==> src/rtl/cpu_seq_pkg.sv <==
// cpu_seq_pkg: shared widths, reset PC and state/next-PC encodings for the sequencer
package cpu_seq_pkg;
  localparam int PC_W = 15;
  localparam int INSTR_W = 32;
  localparam int CNT_W = 16;
  localparam logic [14:0] RESET_PC = 15'd0;
  typedef enum logic [2:0] {
    IDLE   = 3'd0,
    FETCH  = 3'd1,
    DECODE = 3'd2,
    EXEC   = 3'd3,
    MEM    = 3'd4,
    WB     = 3'd5,
    HALT   = 3'd6
  } state_t;
  typedef enum logic [1:0] {PC_HOLD, PC_INC, PC_TGT} pc_sel_t;
endpackage

==> src/rtl/seq_pc_next.sv <==
// seq_pc_next: combinational next-PC select (hold / +1 wrapping / target)
module seq_pc_next
  import cpu_seq_pkg::*;
#(
  parameter int PC_W = cpu_seq_pkg::PC_W
) (
  input  logic [PC_W-1:0] i_pc,
  input  logic [PC_W-1:0] i_target,
  input  pc_sel_t         i_sel,
  output logic [PC_W-1:0] o_pc_next
);
  always_comb o_pc_next = (i_sel == PC_TGT) ? i_target : (i_sel == PC_INC) ? i_pc + PC_W'(1) : i_pc;
endmodule

==> src/rtl/cpu_sequencer.sv <==
// cpu_sequencer: multi-cycle FETCH/DECODE/EXEC/MEM/WB sequencer owning the PC
// and sharing one memory port between instruction fetch and data access.
module cpu_sequencer
  import cpu_seq_pkg::*;
#(
  parameter int                PC_W     = cpu_seq_pkg::PC_W,
  parameter int                INSTR_W  = cpu_seq_pkg::INSTR_W,
  parameter logic [PC_W-1:0]   RESET_PC = cpu_seq_pkg::RESET_PC,
  parameter int                CNT_W    = cpu_seq_pkg::CNT_W
) (
  input  logic               clk,
  input  logic               reset,
  input  logic               run,
  input  logic               dec_is_load,
  input  logic               dec_is_store,
  input  logic               dec_is_jump,
  input  logic               dec_is_branch,
  input  logic               dec_is_halt,
  input  logic               branch_taken,
  input  logic [PC_W-1:0]    j_instr_addr,
  input  logic [PC_W-1:0]    data_addr,
  input  logic               mem_ack,
  input  logic [INSTR_W-1:0] mem_rdata,
  output logic               mem_req,
  output logic               mem_we,
  output logic [PC_W-1:0]    mem_addr,
  output logic [PC_W-1:0]    PC,
  output logic [INSTR_W-1:0] ir,
  output logic [INSTR_W-1:0] mdr,
  output logic               reg_we,
  output logic               halted,
  output logic [2:0]         state,
  output logic [CNT_W-1:0]   retired
);
  state_t             r_state, w_next;
  pc_sel_t            w_sel;
  logic               w_retire;
  logic [PC_W-1:0]    r_pc, w_pc_next;
  logic [INSTR_W-1:0] r_ir, r_mdr;
  logic [CNT_W-1:0]   r_retired;

  seq_pc_next #(.PC_W(PC_W)) u_pc_next (
    .i_pc      (r_pc),
    .i_target  (j_instr_addr),
    .i_sel     (w_sel),
    .o_pc_next (w_pc_next)
  );

  // A store wins when both load and store flags are set
  always_comb begin
    w_next = r_state;
    w_sel = PC_HOLD;
    w_retire = 1'b0;
    case (r_state)
      IDLE:   w_next = run ? FETCH : IDLE;
      FETCH:  w_next = mem_ack ? DECODE : FETCH;
      DECODE: w_next = EXEC;
      EXEC: begin
        if (dec_is_halt) w_next = HALT;
        else if (dec_is_jump || dec_is_branch) begin
          w_retire = 1'b1;
          w_sel = (dec_is_jump || branch_taken) ? PC_TGT : PC_INC;
        end else w_next = (dec_is_load || dec_is_store) ? MEM : WB;
      end
      MEM: begin
        if (mem_ack && dec_is_store) begin
          w_retire = 1'b1;
          w_sel = PC_INC;
        end else if (mem_ack) w_next = WB;
      end
      WB: begin
        w_retire = 1'b1;
        w_sel = PC_INC;
      end
      HALT:    w_next = HALT;
      default: w_next = IDLE;
    endcase
    if (w_retire) w_next = run ? FETCH : IDLE;
  end

  always_ff @(posedge clk or posedge reset) begin
    if (reset) begin
      r_state <= IDLE;
      r_pc <= RESET_PC;
      r_ir <= '0;
      r_mdr <= '0;
      r_retired <= '0;
    end else begin
      r_state <= w_next;
      r_pc <= w_pc_next;
      if (r_state == FETCH && mem_ack) r_ir <= mem_rdata;
      if (r_state == MEM && mem_ack && !dec_is_store) r_mdr <= mem_rdata;
      if (w_retire) r_retired <= r_retired + CNT_W'(1);
    end
  end

  // Memory outputs decode from state so reset drops the request immediately
  assign mem_req  = (r_state == FETCH) || (r_state == MEM);
  assign mem_we   = (r_state == MEM) && dec_is_store;
  assign mem_addr = (r_state == MEM) ? data_addr : r_pc;
  assign PC       = r_pc;
  assign ir       = r_ir;
  assign mdr      = r_mdr;
  assign reg_we   = (r_state == WB);
  assign halted   = (r_state == HALT);
  assign state    = r_state;
  assign retired  = r_retired;
endmodule

==> config.mk <==
export PLATFORM = sky130hd
export DESIGN_NAME = cpu_sequencer
export DESIGN_NICKNAME = d
export VERILOG_FILES = /design/src/rtl/cpu_seq_pkg.sv /design/src/rtl/seq_pc_next.sv /design/src/rtl/cpu_sequencer.sv
export SDC_FILE = /design/constraint.sdc
export NUM_CORES = 1
export LEC_CHECK = 0
export CAP_MARGIN = 25
export CORE_MARGIN = 3
export CORE_UTILIZATION = 45
export DETAILED_ROUTE_END_ITERATION = 6
export PLACE_DENSITY = 0.83
export SLEW_MARGIN = 40
export SYNTH_ARGS = -nofsm -noshare
export SYNTH_HDL_FRONTEND = slang
export SYNTH_SLANG_ARGS = --single-unit
==> constraint.sdc <==
create_clock -name clk -period 9.9 [get_ports clk]
set_clock_uncertainty 0.15 [all_clocks]
set_input_delay 1.98 -clock clk [delete_from_list [all_inputs] [get_ports clk]]
set_output_delay 1.98 -clock clk [all_outputs]
set_load 0.05 [all_outputs]
==> reports/qor.tcl, run 1 <==
set qor(path_clk_slew_ns) 0.10
set qor(tritoncts) {built}
set qor(flow.area_growth_from_synthesis_pct) 47.4
set qor(criticalPathCategory) {in2out}
set qor(reg2reg_from) {state[1]$_DFFE_PP0P_}
set qor(leakage_uw) 0.00287
set qor(multiInputGateArea_mm2) 0.00203
set qor(cap_viol_max_count) 0
set qor(place.port_buffers) 188
set qor(yosys.area_share.simple_pct) 10.3
set qor(initial_core_util_pct) 46.8
set qor(worst_r2r_endpoint) {PC[9]$_DFFE_PP0P_}
set qor(num_antenna_cells) 0
set qor(report.final.slew_viol_count) 0
set qor(fp.coreArea_mm2) 0.00986
set qor(num_io_pins) 189
set qor(crit_end_element) {output port}
set qor(total_wire_length_after_detailed_routing_mm) 12.6
set qor(cts_made_buffers) 9
set qor(drt_pre_antenna_iters) 4
set qor(post_layout_min_period_ns) 5.57
set qor(dpl-instance-area_mm2) 0.00660
set qor(final_net_count) 626
set qor(crit_required_ns) 7.77
set qor(layout-drive-gt1-share_pct) 19.1
set qor(critical_path_arrival_ns) 3.44
set qor(cts.root.buffer_cell) {sky130_fd_sc_hd__clkbuf_8}
set qor(holdPathStages) 1
set qor(grt_antenna_before_repair) 0
set qor(layout_worst_path_cycle_share_pct) 56.2
set qor(mostFrequentLayoutCells) {sky130_fd_sc_hd__clkdlybuf4s50_1, sky130_fd_sc_hd__dfrtp_1, sky130_fd_sc_hd__mux2_2, sky130_fd_sc_hd__mux2_4, sky130_fd_sc_hd__nor2_1}
set qor(num_vias) 3697
set qor(finalSetupTns_ns) 0
set qor(syn-cell-area_mm2) 0.00462
set qor(count_of_endpoints_failing_hold_in_the_final_timing_report) 0
set qor(floorplan.die.height_um) 107
set qor(die-width_um) 107
set qor(rsz_0062_raised_after_global_routing) {no}
set qor(ys_async_sr_fraction_pct) 100
set qor(dr.first_iter.drc_count) 100
set qor(gr-usage-all-layers_pct) 21.9
set qor(placementRows) 36
set qor(ctsHoldBuffers) 0
set qor(maxSlewHeadroom_pct) 51.3
set qor(clock_latency_ns) 0.37
set qor(detail_route.vias_per_cell) 5.37
set qor(worst_hold_class) {reg2reg}
set qor(numClockSinks) 98
set qor(gp_congestion) 0.824
set qor(wire_length_of_the_first_global_routing_pass_mm) 19.7
set qor(final-instance-count-excl-fill) 689
set qor(wire_per_inst_um) 18.3
set qor(status) {complete, no violations}
set qor(synth.yosys.seq_area_share_pct) 53.1
set qor(finalInstanceArea_mm2) 0.00681
set qor(syn-num-nets) 444
set qor(timing.final.setup_violations) 0
set qor(critPathMaxFanout) 4
set qor(yosys.area_share.xor_xnor_pct) 2.84
set qor(power_per_cell_area_mw_per_mm2) 367
set qor(timing.hold.worst.start) {retired[15]$_DFFE_PP0P_}
set qor(area_of_all_sequential_standard_cells_mm2) 0.00245
set qor(combinational_family_with_the_most_area_after_synthesis) {multiplexers}
set qor(worst-r2r-cell-count) 7
set qor(grt_overflow_total) 0
set qor(yosys.cell_types.count) 48
set qor(netlist_instances) 369
set qor(max-vdd-ir-drop_v) 0.000241
set qor(synth_top_area_cell) {sky130_fd_sc_hd__dfrtp_1}
set qor(mostFrequentLayoutCell) {sky130_fd_sc_hd__clkdlybuf4s50_1}
set qor(cp-start-kind) {primary input}
set qor(postSynthAreaPerCell_um2) 12.5
set qor(ys_ff_latch) 98
set qor(clock_path_buffers) 2
set qor(max_freq_ghz) 0.180
set qor(dpl.hpwl_mm) 9.24
set qor(fp.dieArea_mm2) 0.0115
set qor(dominant_cells_by_area_after_synthesis) {sky130_fd_sc_hd__dfrtp_1, sky130_fd_sc_hd__mux2_2, sky130_fd_sc_hd__mux2_4, sky130_fd_sc_hd__xnor2_1, sky130_fd_sc_hd__o21ai_0}
set qor(cts.repair_timing.setup_buffer_count) 0
set qor(worst_slew_pin_slew_ns) 0.725
set qor(nFillCells) 716
set qor(detail-route-antenna-nets) 0
set qor(register_to_register_path_setup_slack_ns) 6.98
set qor(synth_compound_area_share_pct) 7.34
set qor(post-route-drc-count) 0
set qor(maximum_number_of_pins_on_one_net_before_global_route_repair) 68
set qor(post-synth-top-area-fraction_pct) 53.1
set qor(placed_cells) 673
set qor(yosysWarnings) 0
set qor(multiplexer_area_fraction_after_synthesis_pct) 22.4
set qor(grt_pass1_vias) 3793
set qor(htree_num_levels) 3
set qor(postSynth.topFlopCell) {sky130_fd_sc_hd__dfrtp_1}
set qor(holdPathEnd) {retired[15]$_DFFE_PP0P_}
set qor(cts_repair_resized_insts) 0
set qor(synth_adder_area_share_pct) 0.813
set qor(synth-edff-count) 0
-- synth_stat cells, types with 3 or more instances --
master / count
sky130_fd_sc_hd__nand2_1: 13
sky130_fd_sc_hd__clkbuf_1: 9
sky130_fd_sc_hd__nor3_1: 9
sky130_fd_sc_hd__ha_1: 3
sky130_fd_sc_hd__and2_1: 3
sky130_fd_sc_hd__a221oi_1: 4
sky130_fd_sc_hd__buf_6: 3
sky130_fd_sc_hd__xnor2_1: 14
sky130_fd_sc_hd__a22oi_1: 3
sky130_fd_sc_hd__a31oi_1: 3
sky130_fd_sc_hd__buf_2: 7
sky130_fd_sc_hd__o21ai_0: 14
sky130_fd_sc_hd__nor4_1: 6
sky130_fd_sc_hd__nor2_1: 15
sky130_fd_sc_hd__nand3_1: 9
sky130_fd_sc_hd__mux2_4: 30
sky130_fd_sc_hd__and3_1: 5
sky130_fd_sc_hd__nand4_1: 8
sky130_fd_sc_hd__mux2_2: 50
sky130_fd_sc_hd__dfrtp_1: 98
sky130_fd_sc_hd__a21oi_1: 12
sky130_fd_sc_hd__nand2b_1: 3
sky130_fd_sc_hd__inv_1: 12
sky130_fd_sc_hd__nor2b_1: 3
-- worst max-delay path by stage --
stage	startpoint	to	slack [ns]	cells after the start
after floorplan	reset	PC[0]$_DFFE_PP0P_	5.21	1
after global placement	dec_is_store	mem_we	4.35	3
after detailed placement	dec_is_store	mem_we	4.33	3
after CTS	dec_is_store	mem_we	4.32	3
after global routing	dec_is_store	mem_we	4.29	3
final	dec_is_store	mem_we	4.33	3
-- sequential cells by signal, indices dropped and copies added (netlist names) --
signal,flops
ir,32
state,3
retired,16
PC,15
mdr,32
-- final cells by class --
cell class	count	share of cell area [%]
Tap cell	133	2.44
Clock buffer	11	2.08
Timing Repair Buffer	191	28.0
Sequential cell	98	36.0
Inverter	12	0.698
Clock inverter	5	0.882
Multi-Input combinational cell	239	29.9
-- routing by layer --
| metal | part of all wire (%) | global-route usage [%] | vias to the layer above |
|---|---|---|---|
| li1 | - | - | 1702 |
| met1 | 42 | 27.7 | 1833 |
| met2 | 50 | 36.6 | 146 |
| met3 | 5.7 | 4.14 | 16 |
| met4 | 2.1 | 10.0 | 0 |
| met5 | 0 | 0 | - |
-- through the flow --
stage | total power (uW) | hold WS, ns | utilization (%) | setup WS (ns)
finish | 2500 | 0.345 | 69.0 | 4.33
global route | 2600 | 0.367 | 69.0 | 4.29
CTS | 2510 | 0.351 | 69.0 | 4.32
floorplan | 1710 | 0.636 | - | 5.21
global placement | 2200 | 0.325 | 66.8 | 4.35
detailed placement | 2240 | 0.337 | 66.9 | 4.33
-- worst max-delay path, cell delays in order --
cell	delay (ns)
sky130_fd_sc_hd__clkdlybuf4s50_1	0.51
sky130_fd_sc_hd__and2_1	0.14
sky130_fd_sc_hd__clkdlybuf4s50_1	0.80
-- where the power goes --
group	total (uW)	internal, uW	switching [uW]
combinational	1520	574	948
clock	268	125	142
sequential	708	565	143
total	2500	1260	1230
-- cells by family after synthesis --
kind of cell             after synthesis
AO/OA/AOI/OAI                         52
XOR/XNOR                              15
adder cells (fa/ha/maj)                3
buffers and inverters                 32
flip-flops                            98
multiplexers                          82
AND/OR/NAND/NOR                       87
Note: power is estimated with default switching activity, not from simulation.
==> run 2, diff against run 1 <==
Settings changed: CORE_UTILIZATION 45 to 39, PLACE_DENSITY 0.83 to 0.77.
Clock period 9.9 ns to 4.8 ns, I/O delays scaled along.
==> run 2 against run 1 <==
Total power is 110% higher. Critical path depth increased by 1. Highest routed layer unchanged. Die area is 14% higher. Sequential power grew 110%.
==> reports/qor.tcl, run 2 (synthesis gave the netlist of run 1 again) <==
set qor(clock_path_buffers) 2
set qor(layout-drive-gt1-share_pct) 19.4
set qor(worst_slew_pin_slew_ns) 0.725
set qor(mostFrequentLayoutCell) {sky130_fd_sc_hd__clkdlybuf4s50_1}
set qor(drt_pre_antenna_iters) 4
set qor(crit_path_cell_trace) {nand2b_2, nor2_4, mux2_2, clkdlybuf4s50_1}
set qor(critPathMaxFanout) 19
set qor(detail_route.vias_per_cell) 5.19
set qor(ctsHoldBuffers) 0
set qor(worst_hold_class) {reg2reg}
set qor(cap_viol_max_count) 0
set qor(floorplan.die.height_um) 115
set qor(grt_overflow_total) 0
set qor(tritoncts) {built}
set qor(grt_pass1_vias) 3639
set qor(maximum_number_of_pins_on_one_net_before_global_route_repair) 50
set qor(fp.coreArea_mm2) 0.0115
set qor(detail-route-antenna-nets) 0
set qor(finalSetupTns_ns) 0
set qor(post-route-drc-count) 0
set qor(rsz_0062_raised_after_global_routing) {no}
set qor(wire_length_of_the_first_global_routing_pass_mm) 19.3
set qor(endpoint) {mem_addr[1]}
set qor(gr-usage-all-layers_pct) 18.6
set qor(worst-r2r-cell-count) 8
set qor(worst_r2r_endpoint) {PC[11]$_DFFE_PP0P_}
set qor(startpoint) {state[0]$_DFFE_PP0P_}
set qor(wire_per_inst_um) 17.7
set qor(power_per_cell_area_mw_per_mm2) 771
set qor(worst_path_dominant_cell_family) {simple AND/OR/NAND/NOR gates}
set qor(report.final.slew_viol_count) 0
set qor(place.port_buffers) 188
set qor(reg2reg_from) {state[1]$_DFFE_PP0P_}
set qor(htree_num_levels) 3
set qor(crit_required_ns) 3.69
set qor(maxSlewHeadroom_pct) 51.3
set qor(num_antenna_cells) 0
set qor(final_net_count) 629
set qor(dpl.hpwl_mm) 8.99
set qor(dp_slack_ns) 1.12
set qor(cts_made_buffers) 9
set qor(die-width_um) 115
set qor(critical_path_arrival_ns) 2.62
set qor(cts.repair_timing.setup_buffer_count) 0
set qor(mostFrequentLayoutCells) {sky130_fd_sc_hd__clkdlybuf4s50_1, sky130_fd_sc_hd__dfrtp_1, sky130_fd_sc_hd__mux2_2, sky130_fd_sc_hd__mux2_4, sky130_fd_sc_hd__nor2_1}
set qor(layout_worst_path_cycle_share_pct) 77.8
set qor(num_io_pins) 189
set qor(cts_repair_resized_insts) 0
set qor(num_vias) 3641
set qor(crit_buf_inv) 1
set qor(register_to_register_path_setup_slack_ns) 2.07
set qor(max_freq_ghz) 0.268
set qor(clock_latency_ns) 0.34
set qor(total_wire_length_after_detailed_routing_mm) 12.4
set qor(finalCoreUtilization_pct) 60.5
set qor(layout_setup_ws_ns) 1.07
set qor(post-layout-total-power_uw) 5360
set qor(post_layout_min_period_ns) 3.73
set qor(flow.area_growth_from_synthesis_pct) 50.7
set qor(dr.first_iter.drc_count) 187
set qor(nFillCells) 964
set qor(gp_congestion) 0.781
set qor(crit_end_element) {output port}
set qor(grt_antenna_before_repair) 0
set qor(numClockSinks) 98
set qor(fp.dieArea_mm2) 0.0132
set qor(critical_path.slowest_cell) {sky130_fd_sc_hd__clkdlybuf4s50_1}
set qor(initial_core_util_pct) 40.1
set qor(criticalPathCategory) {reg2out}
set qor(max-vdd-ir-drop_v) 0.000379
set qor(path_clk_slew_ns) 0.07
set qor(leakage_uw) 0.00294
set qor(count_of_endpoints_failing_hold_in_the_final_timing_report) 0
set qor(cts.root.buffer_cell) {sky130_fd_sc_hd__clkbuf_16}
set qor(placementRows) 39
set qor(cp-start-kind) {flip-flop}
set qor(largest_stage_delay_on_the_critical_path_ns) 0.70
set qor(timing.final.setup_violations) 0
set qor(worst-path-stages) 4
set qor(status) {complete, no violations}
==> run 2: worst min-delay path by stage <==
stage | endpoint | start | depth (start not counted)
global placement | retired[15]$_DFFE_PP0P_ | retired[15]$_DFFE_PP0P_ | 1
global route | retired[15]$_DFFE_PP0P_ | retired[15]$_DFFE_PP0P_ | 1
finish | retired[15]$_DFFE_PP0P_ | retired[15]$_DFFE_PP0P_ | 1
CTS | retired[15]$_DFFE_PP0P_ | retired[15]$_DFFE_PP0P_ | 1
floorplan | retired[15]$_DFFE_PP0P_ | retired[15]$_DFFE_PP0P_ | 1
detailed placement | retired[15]$_DFFE_PP0P_ | retired[15]$_DFFE_PP0P_ | 1
==> run 2: where the power goes <==
group / switching [uW] / internal [uW] / total [uW]
combinational: 1940 / 1180 / 3120
clock: 315 / 473 / 787
sequential: 288 / 1170 / 1460
==> run 2: layout make-up <==
cell class | instances | area (um2) | area share, %
sequential | 98 | 2450 | 35.2
multi-input combinational | 239 | 2030 | 29.2
timing repair buffer | 194 | 1930 | 27.7
clock buffer | 10 | 239 | 3.43
tap | 143 | 179 | 2.57
clock inverter | 5 | 86.3 | 1.24
inverter | 12 | 47.5 | 0.683
==> run 2: metal layers <==
layer / wire length (um) / track usage [%] / part of all wire, % / vias up
li1: - / - / - / 1701
met1: 5220 / 23.2 / 42 / 1793
met2: 6160 / 31.4 / 50 / 132
met3: 877 / 6.21 / 7.1 / 15
met4: 150 / 4.46 / 1.2 / 0
met5: 0 / 0 / 0 / -
==> run 2: through the flow <==
step                std cells  hold WS (ns)  instance area [um2]
detailed placement        686         0.313                 6630
global placement          686         0.314                 6630
floorplan                 369         0.636                 4620
global route              701         0.351                 6960
CTS                       701         0.325                 6960
finish                    701         0.320                 6960
==> run 2: worst reg2reg max path, stage by stage, from the launching register on <==
cell	delay, ns
sky130_fd_sc_hd__dfrtp_1	0.62
sky130_fd_sc_hd__nand4bb_1	0.28
sky130_fd_sc_hd__nor3_1	0.26
sky130_fd_sc_hd__ha_1	0.38
sky130_fd_sc_hd__buf_4	0.35
sky130_fd_sc_hd__a311oi_1	0.08
sky130_fd_sc_hd__a221oi_1	0.23
sky130_fd_sc_hd__o31ai_1	0.11
sky130_fd_sc_hd__a31oi_1	0.19
